File: config.mk
export PLATFORM = sky130hd
export DESIGN_NAME = fetch_sequencer
export DESIGN_NICKNAME = d
export VERILOG_FILES = /design/src/rtl/fetch_sequencer.sv
export SDC_FILE = /design/constraint.sdc
export NUM_CORES = 1
export LEC_CHECK = 0
export CAP_MARGIN = 15
export CORE_UTILIZATION = 41
export DETAILED_ROUTE_END_ITERATION = 10
export PLACE_DENSITY_LB_ADDON = 0.08
export SETUP_SLACK_MARGIN = 0.5
export SLEW_MARGIN = 20
export SYNTH_ARGS = -nofsm -noshare
export SYNTH_HDL_FRONTEND = slang
export SYNTH_SLANG_ARGS = --single-unit
File: constraint.sdc
create_clock -name clk_cpu -period 3.05 [get_ports clk_cpu]
set_clock_uncertainty 0.2 [all_clocks]
set_input_delay 0.61 -clock clk_cpu [delete_from_list [all_inputs] [get_ports clk_cpu]]
set_output_delay 0.61 -clock clk_cpu [all_outputs]
set_load 0.02 [all_outputs]
File: src/rtl/fetch_sequencer.sv
// Instruction fetch/execute sequencer: fetches at pc, holds the instruction
// through a possibly multi-cycle execute, strobes pc_en and detects halts.
module fetch_sequencer #(
    parameter logic [31:0] ADRS_EXCP      = 32'h8000_0180,
    parameter int          TIMEOUT_CYCLES = 16
) (
    input  logic        clk_cpu,
    input  logic        reset_n,
    input  logic [31:0] pc,
    output logic        imem_req,
    output logic [31:0] imem_addr,
    input  logic        imem_ack,
    input  logic [31:0] imem_rdata,
    output logic [31:0] inst,
    output logic        inst_valid,
    input  logic        exec_busy,
    input  logic        excp,
    output logic        pc_en,
    output logic        halted,
    output logic        timeout_err,
    output logic [31:0] retired,
    output logic [1:0]  state_dbg
);

    // Handshake: imem_req stays high while in FETCH with a legal pc; a
    // transfer completes on the first cycle imem_ack is high with imem_req
    // high. imem_ack while imem_req is low is ignored.

    typedef enum logic [1:0] {
        FETCH  = 2'd0,
        EXEC   = 2'd1,
        RETIRE = 2'd2,
        HALT   = 2'd3
    } state_t;

    localparam logic [7:0] TMO_LAST = 8'(TIMEOUT_CYCLES - 1);

    state_t      state, state_next;
    logic [7:0]  tmo_cnt, tmo_cnt_next;
    logic [31:0] inst_next;
    logic        inst_valid_next;
    logic        pc_en_next;
    logic        halted_next;
    logic        timeout_err_next;
    logic [31:0] retired_next;
    logic        pc_bad;

    assign pc_bad    = (pc == ADRS_EXCP) || (pc[1:0] != 2'b00);
    // Gated by reset_n so the request drops the instant reset asserts.
    assign imem_req  = reset_n && (state == FETCH) && !pc_bad;
    assign imem_addr = imem_req ? pc : 32'h0;
    assign state_dbg = state;

    always_ff @(posedge clk_cpu or negedge reset_n) begin
        if (!reset_n) begin
            state       <= FETCH;
            tmo_cnt     <= 8'h0;
            inst        <= 32'h0;
            inst_valid  <= 1'b0;
            pc_en       <= 1'b0;
            halted      <= 1'b0;
            timeout_err <= 1'b0;
            retired     <= 32'h0;
        end else begin
            state       <= state_next;
            tmo_cnt     <= tmo_cnt_next;
            inst        <= inst_next;
            inst_valid  <= inst_valid_next;
            pc_en       <= pc_en_next;
            halted      <= halted_next;
            timeout_err <= timeout_err_next;
            retired     <= retired_next;
        end
    end

    always_comb begin
        state_next       = state;
        tmo_cnt_next     = tmo_cnt;
        inst_next        = inst;
        inst_valid_next  = inst_valid;
        pc_en_next       = 1'b0;
        halted_next      = halted;
        timeout_err_next = timeout_err;
        retired_next     = retired;
        case (state)
            FETCH: begin
                if (pc_bad) begin
                    state_next  = HALT;
                    halted_next = 1'b1;
                end else if (imem_ack) begin
                    inst_next       = imem_rdata;
                    inst_valid_next = 1'b1;
                    tmo_cnt_next    = 8'h0;
                    state_next      = EXEC;
                end else if (tmo_cnt == TMO_LAST) begin
                    state_next       = HALT;
                    halted_next      = 1'b1;
                    timeout_err_next = 1'b1;
                end else begin
                    tmo_cnt_next = tmo_cnt + 8'h1;
                end
            end
            EXEC: begin
                // An exception beats a busy execute stage and retires nothing.
                if (excp) begin
                    state_next      = HALT;
                    halted_next     = 1'b1;
                    inst_valid_next = 1'b0;
                end else if (!exec_busy) begin
                    state_next      = RETIRE;
                    pc_en_next      = 1'b1;
                    inst_valid_next = 1'b0;
                    retired_next    = retired + 32'h1;
                end
            end
            RETIRE: begin
                state_next = FETCH;
            end
            HALT: begin
                state_next = HALT;
            end
            default: begin
                state_next = HALT;
            end
        endcase
    end

endmodule

==> flow_summary.json, run 1 <==
{
  "run_status": "finished, final reports clean",
  "wl_per_cell_um": 15.15,
  "power_density_nw_per_um2": 560.2,
  "internal-power_uw": 2305,
  "cts_buffer_depth": 2,
  "slowest_stage": "nor4_4",
  "maxCapViolations": 0,
  "endpoint_kind": "output pin",
  "start_util_pct": 42.07,
  "grt_overflow": 0,
  "numCtsBuffers": 9,
  "nets": 576,
  "p_comb_share_pct": 36.2,
  "tightest_slew_ps": 980.3,
  "leakagePower_uw": 0.002762,
  "drive_gt1_share_pct": 34.97,
  "grt_pass1_vias": 2895,
  "synth_edf_count": 0,
  "reg2reg_from": "state_dbg[1]",
  "grt_pass1_wl_um": 14010,
  "ant_nets": 0,
  "yosys_register_bits": 78,
  "swShare_pct": 31.74,
  "synthArstFlopShare_pct": 100.0,
  "vias": 3077,
  "io_buffers": 169,
  "r2r_end": "retired[20]",
  "post-route-min-period_ps": 2835,
  "cp_cell_sequence": "buf_6, nor4_4, nand4_1, o211ai_1, buf_4, nor2_4, clkbuf_16, and2_4, buf_6",
  "clkTransAtPathRegs_ps": 70,
  "fin_ws_ps": 215.3,
  "dp_worst_setup_slack_ps": -651.0,
  "min_from": "halted",
  "path_max_fanout": 5,
  "peakVddDrop_v": 0.0003823,
  "synth_warnings": 0,
  "first_iter_violations": 49,
  "synth-main-ff-cell": "dfrtp_1",
  "relSlewSlack_pct": 34.65,
  "hold_buffers": 0,
  "fp.dieH_um": 96.37,
  "report.final.slew_viol_count": 0,
  "path_common_cell": "buf_6",
  "clkSinkCount": 78,
  "syn-cell-area_sq_um": 3651,
  "synth.yosys.seq_area_share_pct": 53.46,
  "hold-worst-slack_ps": 276.6,
  "placed_cells": 591,
  "drc": 0,
  "worst_ep_arrival_time_ps": 2020,
  "final_cell_area_sq_um": 6028,
  "drtPass1Iterations": 4,
  "grt_use_total_pct": 20.01,
  "r2r_slack_ps": 860,
  "grt_antenna_before_repair": 0,
  "rows": 34,
  "io_pins": 172,
  "pwr-share-clk_pct": 22.3,
  "final_hold_viol_count": 0,
  "cts_root_buf": "clkbuf_8",
  "placed_cell_area_sq_um": 5685,
  "wl_um": 9346,
  "instances_no_fill": 617,
  "p_sw_uw": 1072,
  "core-area_sq_um": 8678,
  "r2r_cells": 8,
  "die-area_sq_um": 9286,
  "cts_tree": "done",
  "die_w_um": 96.37,
  "setup_violations": 0,
  "avgSynthCellArea_sq_um": 11.70,
  "clkLatencyLatePin_ps": 340,
  "synth_cells": 312,
  "fillerInstances": 672,
  "whs_path_depth": 2,
  "critPathLaunchType": "input pin",
  "critPathKind": "input pin to output pin",
  "dp_hpwl_um": 6604,
  "yosysUniqueCellTypes": 42,
  "area_growth_pct": 65.11,
  "num_antenna_cells": 0,
  "gp_congestion": 0.7724,
  "hold_end": "halted",
  "cp.required_ps": 2240,
  "viasPerCell": 4.987,
  "grt_max_degree": 79,
  "hold_path.class": "flop to flop",
  "rsz0062_at_grt": "yes",
  "htree_levels": 3,
  "slowest_delay_ps": 290,
  "max_freq_mhz": 352.8,
  "seq_power_share_pct": 41.5,
  "post-route-period-util_pct": 92.94,
  "fin_setup_tns_ps": 0
}
==> area by class of cell <==
cell class | count | area, sq um | area share (%)
clock buffer | 10 | 127.6 | 2.117
clock inverter | 5 | 60.06 | 0.9963
inverter | 8 | 30.03 | 0.4981
multi-input combinational | 215 | 1804 | 29.93
sequential | 78 | 1952 | 32.38
tap | 108 | 135.1 | 2.242
timing repair buffer | 193 | 1919 | 31.84
==> registers in the layout, indices dropped and copies added, names as in the netlist <==
signal and flops:
inst 32, retired 32, tmo_cnt 8, state_dbg 2, halted 1, inst_valid 1, pc_en 1, timeout_err 1
==> how the worst max path moves through the flow <==
| stage | from | end | slack (ps) | cells past startpoint |
|---|---|---|---|---|
| 6_report | pc[20] | imem_addr[13] | 220 | 9 |
| 5_1_grt | pc[20] | imem_addr[14] | 130 | 9 |
| 4_1_cts | pc[22] | imem_addr[10] | 240 | 9 |
| 3_5_place_dp | pc[0] | imem_addr[12] | -650 | 6 |
| 3_3_place_gp | pc[16] | imem_addr[12] | -610 | 7 |
| 2_1_floorplan | pc[0] | imem_addr[10] | 500 | 7 |
==> metrics by stage <==
step	power (uW)	utilization, %
2_1_floorplan	1986	-
3_3_place_gp	2623	65.51
3_5_place_dp	2654	65.51
4_1_cts	3413	68.99
5_1_grt	3563	69.46
6_report	3377	69.46
==> cell families after synthesis <==
logic type      synth area share (%)
simple gates                   22.04
compound gates                 3.599
fa+ha+maj                     0.6853
xor+xnor                       7.437
buf+inv                        2.502
flops                          53.46
mux                            10.18
other cells                   0.1027
==> routing by layer <==
metal  vias to the layer above  share of wire [%]  GRT usage, %
met5                         -                  0             0
met4                         0               0.89         7.230
met3                         8                6.1         5.055
met2                        83                 52         34.40
met1                      1503                 41         24.29
li1                       1483                  -             -
==> Yosys cell counts (all sizes together), types with 3 or more instances <==
cell,instances,share of area [%]
nor2b,3,0.51
and2,35,6.0
nand4,12,2.5
nor2,8,0.82
nor4,11,2.9
nor3,4,0.55
nor4b,5,1.6
nand2,18,1.9
xnor2,24,5.8
a21oi,3,0.41
dfrtp,78,53
nand3,15,2.1
xor2,7,1.7
inv,8,0.82
clkbuf,7,0.72
and3,7,1.2
or4,3,0.62
mux2,33,10
buf,6,0.96
==> power by group through the flow <==
stage               logic, uW  registers, uW  clock network, uW
floorplan                 292           1690                  0
global placement         1210           1410                  0
detailed placement       1230           1430                  0
CTS                      1230           1410                773
global route             1310           1440                812
finish                   1220           1400                752
==> timing repair <==
action,in CTS,in global routing
pin swaps,16,13
setup endpoints to repair,65,67
gates cloned,3,0
setup buffers,6,2
resized for setup,316,18
==> cell usage in the layout (no fill, tap or decap), types with 11 or more instances in the layout <==
cell / instances
clkdlybuf4s50_1: 105
dfrtp_1: 78
buf_6: 45
mux2_2: 33
and2_4: 30
xnor2_1: 24
nand2_1: 18
buf_4: 16
nand3_1: 15
buf_2: 14
nand4_1: 11
==> critical path, delay by kind of cell <==
family	cells	cell delay, ps
and+or+nand+nor	4	660
buffers and inverters	4	560
AOI/OAI and AO/OA	1	190
Power figures use the tool's default switching activity.
==> run 2, diff against run 1 <==
--- a/config.mk
+++ b/config.mk
@@ -6,6 +6,7 @@
 export NUM_CORES = 1
 export LEC_CHECK = 0
 export CAP_MARGIN = 15
+export CORE_MARGIN = 8
 export CORE_UTILIZATION = 41
 export DETAILED_ROUTE_END_ITERATION = 10
 export PLACE_DENSITY_LB_ADDON = 0.08
==> flow_summary.json, run 2 (synthesis results as in run 1) <==
{
  "drive_gt1_share_pct": 35.74,
  "setup_violations": 0,
  "internal-power_uw": 2385,
  "leakagePower_uw": 0.002776,
  "slowest_delay_ps": 240,
  "maxCapViolations": 0,
  "wl_per_cell_um": 17.48,
  "relSlewSlack_pct": 44.37,
  "vias": 3138,
  "fin_ws_ps": 199.1,
  "clkSinkCount": 78,
  "cp_num_buf_inv": 3,
  "grt_overflow": 0,
  "dp_worst_setup_slack_ps": -698.4,
  "first_iter_violations": 134,
  "nets": 579,
  "peakVddDrop_v": 0.0004349,
  "io_buffers": 169,
  "cp_top_family": "buffers and inverters",
  "grt_pass1_wl_um": 16570,
  "cts_buffer_depth": 2,
  "critPathLaunch": "pc[9]",
  "report.final.slew_viol_count": 0,
  "wl_um": 10840,
  "path_max_fanout": 8,
  "grt_max_degree": 46,
  "io_pins": 172,
  "grt_use_total_pct": 17.24,
  "fin_total_pwr_uw": 3491,
  "num_antenna_cells": 0,
  "htree_levels": 3,
  "cts_tree": "done",
  "final_core_util_pct": 69.80,
  "start_util_pct": 42.07,
  "run_status": "finished, final reports clean",
  "seq_power_share_pct": 40.3,
  "grt_antenna_before_repair": 0,
  "post-route-min-period_ps": 2851,
  "final_common_cell": "clkdlybuf4s50_1",
  "viasPerCell": 5.061,
  "grt_pass1_vias": 3216,
  "core-area_sq_um": 8678,
  "path_common_cell": "buf_4",
  "p_comb_share_pct": 35.7,
  "reg2reg_from": "state_dbg[0]",
  "critPathKind": "input pin to output pin",
  "clkTransAtPathRegs_ps": 80,
  "endpoint_kind": "output pin",
  "drc": 0,
  "slowest_stage": "o211ai_1",
  "final_hold_viol_count": 0,
  "post-route-period-util_pct": 93.47,
  "hold_path.class": "input pin to asynchronous set/reset pin",
  "cts_root_buf": "clkbuf_8",
  "area_growth_pct": 65.90,
  "final_cell_mix": "clkdlybuf4s50_1, dfrtp_1, buf_6",
  "rows": 34,
  "p_sw_uw": 1106,
  "clkLatencyLatePin_ps": 340,
  "swShare_pct": 31.68,
  "rsz0062_at_grt": "yes",
  "die-area_sq_um": 12180,
  "dp_hpwl_um": 7939,
  "gp_congestion": 0.7535,
  "cp_cell_sequence": "clkdlybuf4s15_2, nor4b_4, nand4_1, o211ai_1, buf_4, nor2_4, and2_4, buf_4",
  "tightest_slew_ps": 827.6,
  "ant_nets": 0,
  "die_w_um": 110.4,
  "numCtsBuffers": 9,
  "cp.required_ps": 2240,
  "worst_ep_arrival_time_ps": 2040,
  "top_regs": "inst: 32 flops, retired: 32 flops, tmo_cnt: 8 flops",
  "drtPass1Iterations": 4,
  "power_density_nw_per_um2": 576.4,
  "critPathLaunchType": "input pin",
  "pwr-share-clk_pct": 24.1,
  "hold_buffers": 0,
  "max_freq_mhz": 350.8,
  "fp.dieH_um": 110.4
}
-- run 2: cell types whose count changed in the layout (fill, tap and decap cells not counted), moves of 2 or more --
cell | previous run | this run
buf_2 | 14 | 19
nor2_4 | 2 | 4
clkdlybuf4s15_1 | 5 | 3
buf_6 | 45 | 34
clkdlybuf4s15_2 | 1 | 5
buf_4 | 16 | 21
-- run 2: final cells by class --
cell class	count	area [sq um]
well taps	108	135.1
clock buffers	10	127.6
multi-input cells	217	1832
clock inverters	5	83.83
flip-flops and latches	78	1952
repair buffers	194	1897
fillers	672	2621
inverters	8	30.03
-- run 2: stage by stage --
step | cells | area [sq um] | setup TNS (ps) | hold slack, ps
after global routing | 620 | 6057 | 0 | 121.9
final | 620 | 6057 | 0 | 110.6
after global placement | 593 | 5700 | -24910 | 263.3
after floorplan | 313 | 3814 | 0 | 114.4
after detailed placement | 593 | 5700 | -29190 | 270.1
after CTS | 613 | 5928 | 0 | 108.2
-- run 2: power groups by stage --
stage,registers [uW],clock network [uW],logic (uW)
after floorplan,1690,0,292
after global placement,1410,0,1240
after detailed placement,1430,0,1260
after CTS,1410,855,1260
after global routing,1440,906,1310
final,1410,840,1240
-- run 2: path summary, 6_finish.rpt --
kind                                 end  slack [ps]  cells past startpoint
min in group clk_cpu         retired[31]         280                      1
setup reg to reg                 inst[7]         810                      8
hold reg to reg              retired[31]         280                      1
setup / recovery           imem_addr[15]         200                      8
hold / removal               retired[14]         110                      2
max in group asynchronous    retired[22]        1590                      3
-- run 2: routing by layer --
layer	up-vias	share of wire, %	GRT usage, %
met5	-	0	0
met4	0	0.60	3.996
met3	7	7.6	5.000
met2	96	52	30.51
met1	1541	40	20.08
li1	1494	-	-
-- run 2: timing repair --
action                                  in CTS  in global routing
cloned                                       3                  2
endpoints found under the setup margin      66                 72
pin swaps                                   38                 33
resized for setup                          300                 18
buffers inserted                             2                  5
==> run 3, diff against run 2 <==
--- a/config.mk
+++ b/config.mk
@@ -9,7 +9,8 @@
 export CORE_MARGIN = 8
 export CORE_UTILIZATION = 41
 export DETAILED_ROUTE_END_ITERATION = 10
-export PLACE_DENSITY_LB_ADDON = 0.08
+export HOLD_SLACK_MARGIN = 0.08
+export PLACE_DENSITY = 0.89
 export SETUP_SLACK_MARGIN = 0.5
 export SLEW_MARGIN = 20
 export SYNTH_ARGS = -nofsm -noshare
==> flow_summary.json, run 3 (synthesis results as in run 1) <==
{
  "run_status": "finished, final reports clean",
  "grt_overflow": 0,
  "min_from": "retired[31]",
  "drc": 0,
  "clkTransAtPathRegs_ps": 80,
  "post-route-period-util_pct": 95.06,
  "cp_cell_sequence": "buf_6, nor4_2, nand4_1, o211ai_1, buf_4, nor2_4, buf_12, and2_4, buf_6",
  "wl_per_cell_um": 19.23,
  "cp.depth": 9,
  "vias": 3274,
  "die_w_um": 110.4,
  "viasPerCell": 5.189,
  "grt_antenna_before_repair": 0,
  "placed_cells": 597,
  "drtPass1Iterations": 4,
  "start_util_pct": 42.07,
  "hold_path.class": "flop to flop",
  "final_hold_viol_count": 0,
  "area_growth_pct": 71.45,
  "grt_max_degree": 79,
  "critPathKind": "input pin to output pin",
  "report.final.slew_viol_count": 0,
  "max_freq_mhz": 344.9,
  "whs_path_depth": 1,
  "worst_ep_arrival_time_ps": 2090,
  "hold_buffers": 0,
  "endpoint_kind": "output pin",
  "num_antenna_cells": 0,
  "dp_hpwl_um": 8406,
  "rsz0062_at_grt": "yes",
  "hold_end": "retired[31]",
  "power_density_nw_per_um2": 580.2,
  "r2r_slack_ps": 690,
  "final_common_cell": "clkdlybuf4s50_1",
  "relSlewSlack_pct": 35.01,
  "numCtsBuffers": 9,
  "gp_congestion": 0.8023,
  "r2r_cells": 8,
  "cp_num_buf_inv": 4,
  "cp_top_family": "simple AND/OR/NAND/NOR gates",
  "critPathLaunch": "pc[22]",
  "post-route-min-period_ps": 2899,
  "grt_pass1_vias": 3479,
  "reg2reg_from": "state_dbg[0]",
  "io_buffers": 169,
  "fin_total_pwr_uw": 3632,
  "grt_pass1_wl_um": 17900,
  "fin_ws_ps": 150.7,
  "clkSinkCount": 78,
  "top_regs": "inst: 32 flops, retired: 32 flops, tmo_cnt: 8 flops",
  "maxCapViolations": 0,
  "drive_gt1_share_pct": 37.28,
  "clkLatencyLatePin_ps": 330,
  "rows": 34,
  "nets": 590,
  "r2r_end": "inst[17]",
  "tightest_slew_ps": 974.8,
  "path_max_fanout": 8,
  "slowest_stage": "nor4_2",
  "leakagePower_uw": 0.002895,
  "cts_buffer_depth": 2,
  "slowest_delay_ps": 300,
  "peakVddDrop_v": 0.0003326,
  "hold-worst-slack_ps": 274.4,
  "path_common_cell": "buf_6",
  "dp_worst_setup_slack_ps": -764.7,
  "io_pins": 172,
  "die-area_sq_um": 12180,
  "setup_violations": 0,
  "cts_root_buf": "clkbuf_8",
  "first_iter_violations": 89,
  "htree_levels": 3,
  "core-area_sq_um": 8678,
  "wl_um": 12130,
  "final_cell_area_sq_um": 6260,
  "critPathLaunchType": "input pin",
  "cts_tree": "done",
  "grt_use_total_pct": 18.96,
  "cp.required_ps": 2240,
  "instances_no_fill": 631,
  "fillerInstances": 620,
  "placed_cell_area_sq_um": 5718,
  "ant_nets": 0,
  "fp.dieH_um": 110.4,
  "final_cell_mix": "clkdlybuf4s50_1, dfrtp_1, buf_6"
}
run 3: how the worst max path moves through the flow:
stage	endpoint	slack, ps
final	imem_addr[3]	150
after CTS	imem_addr[3]	230
after global routing	imem_addr[18]	60
after floorplan	imem_addr[10]	500
after global placement	imem_addr[3]	-630
after detailed placement	imem_addr[3]	-760
run 3: what timing repair did:
action | in CTS | in global routing
pin swaps | 29 | 22
gates cloned | 3 | 4
hold endpoints to repair | 0 | 0
setup endpoints to repair | 72 | 64
setup buffers | 7 | 5
gates resized for setup | 325 | 13
run 3: where the power goes:
group          total (uW)  internal, uW  switching [uW]
sequential           1420          1270             150
combinational        1270           674             596
clock                 945           565             381
run 3: layout make-up:
class	instances	area [sq um]	share of cell area (%)
clock buffer	10	137.6	2.199
timing repair buffer	206	2077	33.18
clock inverter	5	106.4	1.699
inverter	8	30.03	0.4797
tap	108	135.1	2.159
sequential	78	1952	31.18
multi-input combinational	216	1822	29.10
run 3: through the flow:
stage / setup TNS [ps] / utilization (%)
CTS: 0 / 70.34
finish: 0 / 72.13
global route: 0 / 72.13
global placement: -24480 / 65.89
floorplan: 0 / -
detailed placement: -31180 / 65.89
run 3: routing by layer:
layer / wire length [um] / GRT usage, % / part of all wire, %
met2: 6274 / 33.11 / 52
met5: 0 / 0 / 0
met1: 4632 / 21.10 / 38
met3: 961 / 6.105 / 7.9
met4: 263 / 7.041 / 2.2
run 3: worst register-to-register path, stage by stage, from the launching register on:
cell and delay (ps):
dfrtp_1 390, nor3_1 270, o211ai_1 150, buf_4 180, buf_12 130, buf_12 130, or2_4 310, clkbuf_16 190
mux2_2 280
==> RTL edit, RTL diff (flow settings as in run 2) <==
Make the reset (`reset_n`) synchronous in one clocked block.
--- a/src/rtl/fetch_sequencer.sv
+++ b/src/rtl/fetch_sequencer.sv
@@ -51,7 +51,7 @@
     assign imem_addr = imem_req ? pc : 32'h0;
     assign state_dbg = state;
 
-    always_ff @(posedge clk_cpu or negedge reset_n) begin
+    always_ff @(posedge clk_cpu) begin
         if (!reset_n) begin
             state       <= FETCH;
             tmo_cnt     <= 8'h0;
Check against the original RTL: differs if reset_n is asserted again (counterexample within 4 cycles, from zero or initial values and one cycle with reset_n low); with reset_n held inactive, the same outputs for 10 cycles.
==> RTL edit against run 2 <==
- sequential share of layout area is 7.7 points lower
- wire length is 17% higher
- cell area is 5.2% higher
- setup slack worse by 21 ps
- die area is 1.1% lower
- sequential cell count stayed put
- worst hold slack better by 150 ps
- synthesized area is 1.3% lower
Power is not compared: it rests on default switching activity, and its combinational part moved more than twofold at a synthesized area within 25%.
==> RTL edit: results (changes against run 2) <==
[metrics] share of the yosys chip area belonging to registers: 43.35% (-10 points)
[metrics] post-detailed-placement half-perimeter wirelength: 8609 µm (+8.4%)
[metrics] actual slew at the worst max-slew pin: 746.3 ps (-81.30 ps)
[metrics] fraction of final layout cells sized beyond drive strength 1: 29.49% (-6.3 points)
[metrics] Wirelength per Cell: 17.32 µm (-0.96%)
[metrics] signal arrival time at the worst endpoint: 2060 ps (+20 ps)
[metrics] register area: 0.001562 mm² (-20%)
[metrics] count of vias placed by the detailed router: 3761 (+20%)
[metrics] Avg Inst Size Synth: 8.786 µm² (-25%)
[metrics] overall power after layout: around 2.2 mW
[metrics] Reg-to-Reg Start: retired[9]$_SDFFE_PN0P_
[metrics] number of cells traversed by the worst register-to-register path: 5 (-3)
[metrics] number of nets in the layout: 691 (+19%)
[metrics] peak per-stage delay on the critical path: 270 ps (+30 ps)
[metrics] Post-Layout Cell Count: 733 (+18%)
[metrics] Resized Gates After CTS: 334 (+11%)
[metrics] global-route wire length before repair: 19290 µm (+16%)
[metrics] synth unique cells: 44 (+4.8%)
[metrics] end of the worst register-to-register path: retired[29]$_SDFFE_PN0P_
[metrics] Synth top cells by count: 78 x sky130_fd_sc_hd__dfxtp_1, 70 x sky130_fd_sc_hd__nor2_1, 34 x sky130_fd_sc_hd__mux2i_1
[metrics] CP Capture Point: imem_addr[30]
[metrics] Clock H-tree levels: 3 (unchanged)
[metrics] slowest stage cell, crit path: sky130_fd_sc_hd__nor4_2
[metrics] number of global-route vias before repair: 3652 (+14%)
[metrics] main area contributors after synthesis: sky130_fd_sc_hd__dfxtp_1 43%, sky130_fd_sc_hd__mux2i_1 9.4%, sky130_fd_sc_hd__nor2_1 7.3%
[metrics] GRT Total Usage: 20.59% (+3.3 points)
[metrics] # fillers: 646 (-3.9%)
[metrics] area after detailed placement: 0.005689 mm² (-0.20%)
[metrics] initial drt markers: 172 (+28%)
[metrics] run status: finished, final reports clean
[metrics] RePlAce Congestion: 0.7843 (+4.1%)
[metrics] number of buffers created by CTS: 9 (unchanged)
[metrics] slack of the worst reg-to-reg path: 650 ps (-160 ps)
[metrics] buffers inserted by post-CTS timing repair: 16 (+14)
[metrics] classification of the worst-slack hold path: reg2reg
[metrics] source of the critical timing path: pc[0]
[metrics] Async S/R FF share, synth: 0% (-100 points)
[metrics] highest clock frequency the design can meet: 348.2 MHz (-0.72%)
[metrics] number of antenna violations at the first check in global routing: 1 (+1)
[RTL edit: changes by cell type after synthesis, sizes merged, moves of 4 or more]
cell	change
dfrtp	-78
dfxtp	+78
nor2	+62
mux2i	+34
mux2	-33
clkbuf	+10
nor4	+10
a21oi	+7
o21ai	+7
nand4	-4
or3	+4
[RTL edit: cell type report]
class / instances / area share [%]
Tap cell: 108 / 2.120
Multi-Input combinational cell: 297 / 33.67
Timing Repair Buffer: 222 / 36.04
Sequential cell: 78 / 24.50
Inverter: 12 / 0.7067
Antenna cell: 1 / 0.03926
Clock inverter: 5 / 0.9227
Clock buffer: 10 / 2.002
[RTL edit: worst min path at each step]
stage | end | slack [ps]
2_1_floorplan | tmo_cnt[1]$_SDFFE_PN0P_ | 270
3_3_place_gp | halted$_SDFFE_PN0P_ | 240
3_5_place_dp | halted$_SDFFE_PN0P_ | 250
4_1_cts | halted$_SDFFE_PN0P_ | 260
5_1_grt | timeout_err$_SDFFE_PN0P_ | 290
6_report | halted$_SDFFE_PN0P_ | 260
[RTL edit: cells by family (layout without fill, tap and decap cells)]
kind of cell	count (synthesis)	after routing	share of synthesized area, %
flip-flops	78	78	43.35
XOR/XNOR	27	27	6.565
other	1	3	0.1041
AO/OA/AOI/OAI	35	35	6.426
adder cells (fa/ha/maj)	2	2	0.6946
multiplexers	34	34	9.448
AND/OR/NAND/NOR	197	197	29.11
buffers and inverters	36	249	4.307
[RTL edit: layer usage]
metal	routed length [µm]	vias up	GRT usage [%]
met4	325	0	7.522
met3	1015	21	7.796
met2	6415	133	35.49
met5	0	-	0
li1	-	1839	-
met1	4937	1768	22.57
[RTL edit: worst register-to-register path, delay by kind of cell, from the launching register on]
family,cells,cell delay (ps)
AND/OR/NAND/NOR,4,1510
flip-flops,1,480
AO/OA/AOI/OAI,1,140
